===== src/rtl/ssd_pkg.sv =====
// rtl/ssd_pkg.sv - shared widths and pin polarities for the seven-segment scanner
package ssd_pkg;

  localparam int SSD_DIGIT_W = 4;

  // Common-anode board: anodes and decimal point are active low.
  localparam logic ANODE_OFF = 1'b1;
  localparam logic ANODE_ON  = 1'b0;
  localparam logic DP_OFF    = 1'b1;

endpackage


===== src/rtl/ssd_slot_timer.sv =====
// rtl/ssd_slot_timer.sv - slot counter and digit index for the scan controller
// Marks frame starts (including the first enabled edge) and the dark part of each slot.
module ssd_slot_timer #(
  parameter int DIGITS   = 4,
  parameter int SCAN_DIV = 50000,
  parameter int DEAD     = 1000,
  localparam int IDX_W   = (DIGITS > 1) ? $clog2(DIGITS) : 1,
  localparam int CNT_W   = $clog2(SCAN_DIV)
) (
  input  logic             clk,
  input  logic             rst_n,
  input  logic             en_i,
  output logic [IDX_W-1:0] idx_o,
  output logic             slot_start_o,
  output logic             frame_start_o,
  output logic             dead_active_o
);

  localparam logic [IDX_W-1:0] IDX_LAST = IDX_W'(DIGITS - 1);
  localparam logic [CNT_W-1:0] CNT_LAST = CNT_W'(SCAN_DIV - 1);

  logic [CNT_W-1:0] cnt_q, cnt_d;
  logic [IDX_W-1:0] idx_q, idx_d;
  logic             run_q, run_d;

  always_comb begin
    cnt_d         = cnt_q;
    idx_d         = idx_q;
    run_d         = run_q;
    slot_start_o  = 1'b0;
    frame_start_o = 1'b0;
    if (!en_i) begin
      cnt_d = '0;
      idx_d = IDX_LAST;
      run_d = 1'b0;
    end else if (!run_q) begin
      // First enabled edge restarts the scan at the most significant digit.
      cnt_d         = '0;
      idx_d         = IDX_LAST;
      run_d         = 1'b1;
      slot_start_o  = 1'b1;
      frame_start_o = 1'b1;
    end else if (cnt_q == CNT_LAST) begin
      cnt_d        = '0;
      slot_start_o = 1'b1;
      if (idx_q == '0) begin
        idx_d         = IDX_LAST;
        frame_start_o = 1'b1;
      end else begin
        idx_d = idx_q - 1'b1;
      end
    end else begin
      cnt_d = cnt_q + 1'b1;
    end
  end

  always_ff @(posedge clk or negedge rst_n) begin
    if (!rst_n) begin
      cnt_q <= '0;
      idx_q <= IDX_LAST;
      run_q <= 1'b0;
    end else begin
      cnt_q <= cnt_d;
      idx_q <= idx_d;
      run_q <= run_d;
    end
  end

  assign idx_o         = idx_q;
  // Idle (not yet started) counts as dark so nothing lights before the first snapshot.
  assign dead_active_o = !run_q || (int'(cnt_q) < DEAD);

endmodule


===== src/rtl/ssd_scanner.sv =====
// rtl/ssd_scanner.sv - multiplexed seven-segment scan controller with snapshot, dead time and blink
// Optional leading-zero blanking when SSD_LZ_BLANK_EN is defined.
module ssd_scanner
  import ssd_pkg::*;
#(
  parameter int DIGITS       = 4,
  parameter int SCAN_DIV     = 50000,
  parameter int DEAD         = 1000,
  parameter int BLINK_FRAMES = 64,
  localparam int IDX_W       = (DIGITS > 1) ? $clog2(DIGITS) : 1,
  localparam int FCNT_W      = $clog2(BLINK_FRAMES) + 1
) (
  input  logic                          clk,
  input  logic                          rst_n,
  input  logic                          en,
  input  logic [SSD_DIGIT_W*DIGITS-1:0] digits,
  input  logic [DIGITS-1:0]             dp_mask,
  input  logic [DIGITS-1:0]             blink_mask,
  output logic [SSD_DIGIT_W-1:0]        ssd_output,
  output logic [DIGITS-1:0]             ssd_ctl,
  output logic                          ssd_dp
);

  localparam logic [FCNT_W-1:0] FCNT_LAST = FCNT_W'(BLINK_FRAMES - 1);

  logic [IDX_W-1:0] idx;
  logic             frame_start, dead_active, slot_start_unused;

  logic [DIGITS-1:0][SSD_DIGIT_W-1:0] dig_q;
  logic [DIGITS-1:0]                  dpm_q, blm_q, lz_blank;
  logic [FCNT_W-1:0]                  fcnt_q;
  logic                               blink_q;

  logic [SSD_DIGIT_W-1:0] out_d, out_q;
  logic [DIGITS-1:0]      ctl_d, ctl_q;
  logic                   dp_d, dp_q, suppress, lit;

  ssd_slot_timer #(
    .DIGITS   (DIGITS),
    .SCAN_DIV (SCAN_DIV),
    .DEAD     (DEAD)
  ) u_timer (
    .clk           (clk),
    .rst_n         (rst_n),
    .en_i          (en),
    .idx_o         (idx),
    .slot_start_o  (slot_start_unused),
    .frame_start_o (frame_start),
    .dead_active_o (dead_active)
  );

  always_ff @(posedge clk or negedge rst_n) begin
    if (!rst_n) begin
      dig_q   <= '0;
      dpm_q   <= '0;
      blm_q   <= '0;
      fcnt_q  <= '0;
      blink_q <= 1'b0;
    end else if (frame_start) begin
      dig_q <= digits;
      dpm_q <= dp_mask;
      blm_q <= blink_mask;
      if (fcnt_q == FCNT_LAST) begin
        fcnt_q  <= '0;
        blink_q <= ~blink_q;
      end else begin
        fcnt_q <= fcnt_q + 1'b1;
      end
    end
  end

`ifdef SSD_LZ_BLANK_EN
  logic lz_run;

  always_comb begin
    lz_blank = '0;
    lz_run   = 1'b1;
    for (int i = DIGITS - 1; i > 0; i--) begin
      lz_run      = lz_run && (dig_q[i] == '0);
      lz_blank[i] = lz_run;
    end
  end
`else
  assign lz_blank = '0;
`endif

  always_comb begin
    suppress = (blink_q & blm_q[idx]) | lz_blank[idx];
    // en is folded in here so the display goes dark on the very edge that sees it low.
    lit      = en & ~dead_active & ~suppress;
    ctl_d    = {DIGITS{ANODE_OFF}};
    if (lit) begin
      ctl_d[idx] = ANODE_ON;
    end
    dp_d  = lit ? ~dpm_q[idx] : DP_OFF;
    out_d = dig_q[idx];
  end

  always_ff @(posedge clk or negedge rst_n) begin
    if (!rst_n) begin
      out_q <= '0;
      ctl_q <= {DIGITS{ANODE_OFF}};
      dp_q  <= DP_OFF;
    end else begin
      out_q <= out_d;
      ctl_q <= ctl_d;
      dp_q  <= dp_d;
    end
  end

  assign ssd_output = out_q;
  assign ssd_ctl    = ctl_q;
  assign ssd_dp     = dp_q;

endmodule


===== config.mk =====
export PLATFORM = sky130hd
export DESIGN_NAME = ssd_scanner
export DESIGN_NICKNAME = d
export VERILOG_FILES = /design/src/rtl/ssd_pkg.sv /design/src/rtl/ssd_slot_timer.sv /design/src/rtl/ssd_scanner.sv
export SDC_FILE = /design/constraint.sdc
export NUM_CORES = 1
export LEC_CHECK = 0
export ABC_CLOCK_PERIOD_IN_PS = 4500
export CAP_MARGIN = 15
export CORE_MARGIN = 5
export CORE_UTILIZATION = 40
export DETAILED_ROUTE_END_ITERATION = 8
export PLACE_DENSITY = 0.71
export RECOVER_POWER = 100
export SYNTH_ARGS = -nofsm -noshare
export SYNTH_HDL_FRONTEND = slang
export SYNTH_SLANG_ARGS = --single-unit

===== constraint.sdc =====
create_clock -name clk -period 4.5 [get_ports clk]
set_clock_uncertainty 0.1 [all_clocks]
set_input_delay 1.35 -clock clk [delete_from_list [all_inputs] [get_ports clk]]
set_output_delay 1.35 -clock clk [all_outputs]
set_load 0.03 [all_outputs]

==> results.md <==
* Setup CP Type: in -> reg
* Reg2reg setup slack at between 1000 and 1500 ps
* EDFF count, synth at 0
* Pleak at ~1.3 nW
* DRT iter0 DRCs at 65
* GPL Wtd Cong at slightly above 0.8
* Ant diodes at 0
* # port buffers at 35
* Congestion Overflow GR at 0
* RSZ-0062 raised after global routing: no
* Synthesis-stage register bit count at 60
* Htree depth at 3
* WP data required at ~4600 ps
* Clk pin slew, worst setup/hold paths at 70 ps
* Yosys warns at 0
* Least-Margin Pin Slew at 1130 ps
* Setup crit start kind: input port
* Initial Util at about two fifths
* Area Overhead vs Synth at 20.5%
* Die Y at ~93 um
* PD cells at 397 mW/mm^2
* Die area at 0.00868 mm^2
* Routed vias/inst at 5.15
* Fill cells at 612
* Final Hold Viols at 0
* Worst skew pair latency at 330 ps
* Hpwl dp at 3390 um
* I/O Pins at 36
* Slowest-stage cell, CP: dlygate4sd3_1
* Pre-Repair DR Iteration Count at 4
* Hold_buf cts at 0
* Pre-CTS setup slack at ~1400 ps
* CP max FO at 28
* FP Rows at 30
* Die width at 93.1 um
* Max Clock Freq at 301 MHz
* Cells along the critical path: dlygate4sd3_1 -> nand2_1 -> mux2_1
* Vias in the first global route at 1,792
* Final wirelength at 4870 um
* Hold crit path type: reg -> reg
* Mapped Avg Cell Area at 13.1 um^2
* PostCTS Resize Cnt at 0
* Crit path largest cell delay at 740 ps
* Placed instance count at 320
* Hold Slack at 382 ps
* GRT Total Usage at roughly 13%
* Antenna-violating nets left at 0
* Wirelength per Cell at 14.4 um
* CTS Buf Count at 9
* Via count at 1,737
* Non-filler cells, final at 337
* Clk sinks at 60
* Largest net degree at the start of global routing at 48
* Initial antenna violation count at 0
* Max-slew violations at 0
* Relative slew slack at 24.3%
* Root buffer cell: clkbuf_8
* Layout cell share with drive strength beyond 1 at 15.2%
* Final Cycle Share at 73.9%
* Worst Setup End Kind: register
* Max-cap viol count at 0
* Synth Cell Area at around 0.0028 mm^2
* Crit path time final at 3320 ps
* Yosys cell types at 40
* Synth Flop Type: dfrtp_1
* Hold Path Stages at 1
* R2R cell count at 4
* Core ar. at 0.00676 mm^2
* CTS tree: done
* Total power at 1.32 mW
* Synthesized net count at 244
* Post-CTS setup buffer count at 0
* Final setup viols at 0
* Setup_tns at 0 ps
* Number of nets in the layout at around 290
* Peak VDD IR at between 150 and 200 uV
* Status: finished clean
* Fraction of registers with async set/reset at 100%
* Clock buffer depth at 2
* Post-synthesis sequential area ratio at 54.6%
* Gate count of the mapped netlist at between 200 and 250
* CP arrival at roughly 3400 ps
* First-pass GRT wire length at 8630 um
* Post-route setup slack at 1180 ps
* # DRC at 0
cell usage in the layout (no fill, tap or decap), types with 2 or more instances in the layout:
| cell type | Yosys | routed |
|---|---|---|
| dfstp_2 | 7 | 6 |
| xor2_1 | 2 | 2 |
| inv_1 | 7 | 7 |
| bufinv_16 | 0 | 2 |
| or3_1 | 2 | 2 |
| mux2_2 | 8 | 8 |
| mux4_2 | 6 | 6 |
| dfrtp_1 | 53 | 53 |
| nor2_1 | 22 | 22 |
| nor3_1 | 4 | 4 |
| clkinvlp_4 | 0 | 2 |
| nand2_1 | 11 | 12 |
| xnor2_1 | 14 | 14 |
| nand3_1 | 11 | 11 |
| ha_1 | 6 | 6 |
| clkdlybuf4s50_1 | 0 | 24 |
| clkbuf_8 | 0 | 9 |
| nand4_1 | 6 | 6 |
| nor4_1 | 6 | 6 |
| clkbuf_1 | 2 | 3 |
| o31ai_1 | 2 | 2 |
| dlygate4sd3_1 | 0 | 10 |
| mux2_1 | 0 | 18 |
report_power, final:
| part | total [mW] | internal, mW | switching [mW] |
|---|---|---|---|
| clock | 0.520 | 0.312 | 0.208 |
| combinational | 0.160 | 0.0910 | 0.0685 |
| sequential | 0.643 | 0.602 | 0.0408 |
area by class of cell:
type,instances,area (um^2),area share (%)
Clock inverter,6,88.8,2.67
Clock buffer,10,128,3.83
Inverter,7,26.3,0.789
Sequential cell,60,1510,45.3
Multi-Input combinational cell,137,1110,33.3
Timing Repair Buffer,37,368,11.0
Tap cell,80,100,3.01
routing by layer:
| layer | global-route usage [%] | wire [um] | vias to the layer above | part of all wire, % |
|---|---|---|---|---|
| met4 | 6.96 | 105 | 0 | 2.2 |
| met3 | 2.90 | 156 | 9 | 3.2 |
| met2 | 19.0 | 2360 | 23 | 48 |
| met5 | 0 | 0 | - | 0 |
| li1 | - | - | 835 | - |
| met1 | 17.3 | 2250 | 870 | 46 |
worst paths after layout:
kind	from	endpoint
max	en	dig_q[7]
min	fcnt_q[4]	fcnt_q[4]
max reg2reg	u_timer.cnt_q[10]	dig_q[7]
min reg2reg	fcnt_q[4]	fcnt_q[4]
max in group asynchronous	rst_n	dpm_q[2]
min in group asynchronous	rst_n	u_timer.cnt_q[4]
cell usage after synthesis (all sizes together), types with 2 or more instances:
cell	number	area share, %
nand4	6	1.4
nand2	12	1.9
or2	2	0.45
dfrtp	53	48
nand3	11	2.0
xor2	2	0.63
buf	4	1.1
nor3	4	0.72
xnor2	14	4.4
mux2	26	13
mux4	6	4.9
o31ai	2	0.54
clkbuf	3	0.45
inv	7	0.95
nor2	22	3.0
dfstp	7	6.7
or3	2	0.45
nor4	6	1.4
or4	2	0.68
ha	6	2.7
cell families (layout without fill, tap and decap cells):
group           after synthesis  count (layout)  share of synthesized area, %
simple gates                 72              72                          13.3
flops                        60              60                          54.6
mux                          32              32                          17.9
xor+xnor                     16              16                          5.07
buf+inv                      14              60                          2.53
compound gates               11              11                          3.80
fa+ha+maj                     6               6                          2.71
registers in the layout, summed over array words and instances, names as in the netlist:
name and cells:
blink_q 1, ssd_dp 1, fcnt_q 7, ssd_output 4, u_timer.run_q 1, dig_q 16
u_timer.idx_o 2, u_timer.cnt_q 16, blm_q 4, dpm_q 4, ssd_ctl 4
metrics by stage:
| step | util [%] | area, um^2 |
|---|---|---|
| after global routing | 49.3 | 3330 |
| after floorplan | - | 2770 |
| after CTS | 50.2 | 3390 |
| after global placement | 47.0 | 3170 |
| final | 49.3 | 3330 |
| after detailed placement | 47.0 | 3170 |
critical path, delay by kind of cell:
family | cells | cell delay, ps
simple gates | 1 | 740
mux | 1 | 590
buf+inv | 1 | 740
Note: power is estimated with default switching activity, not from simulation.
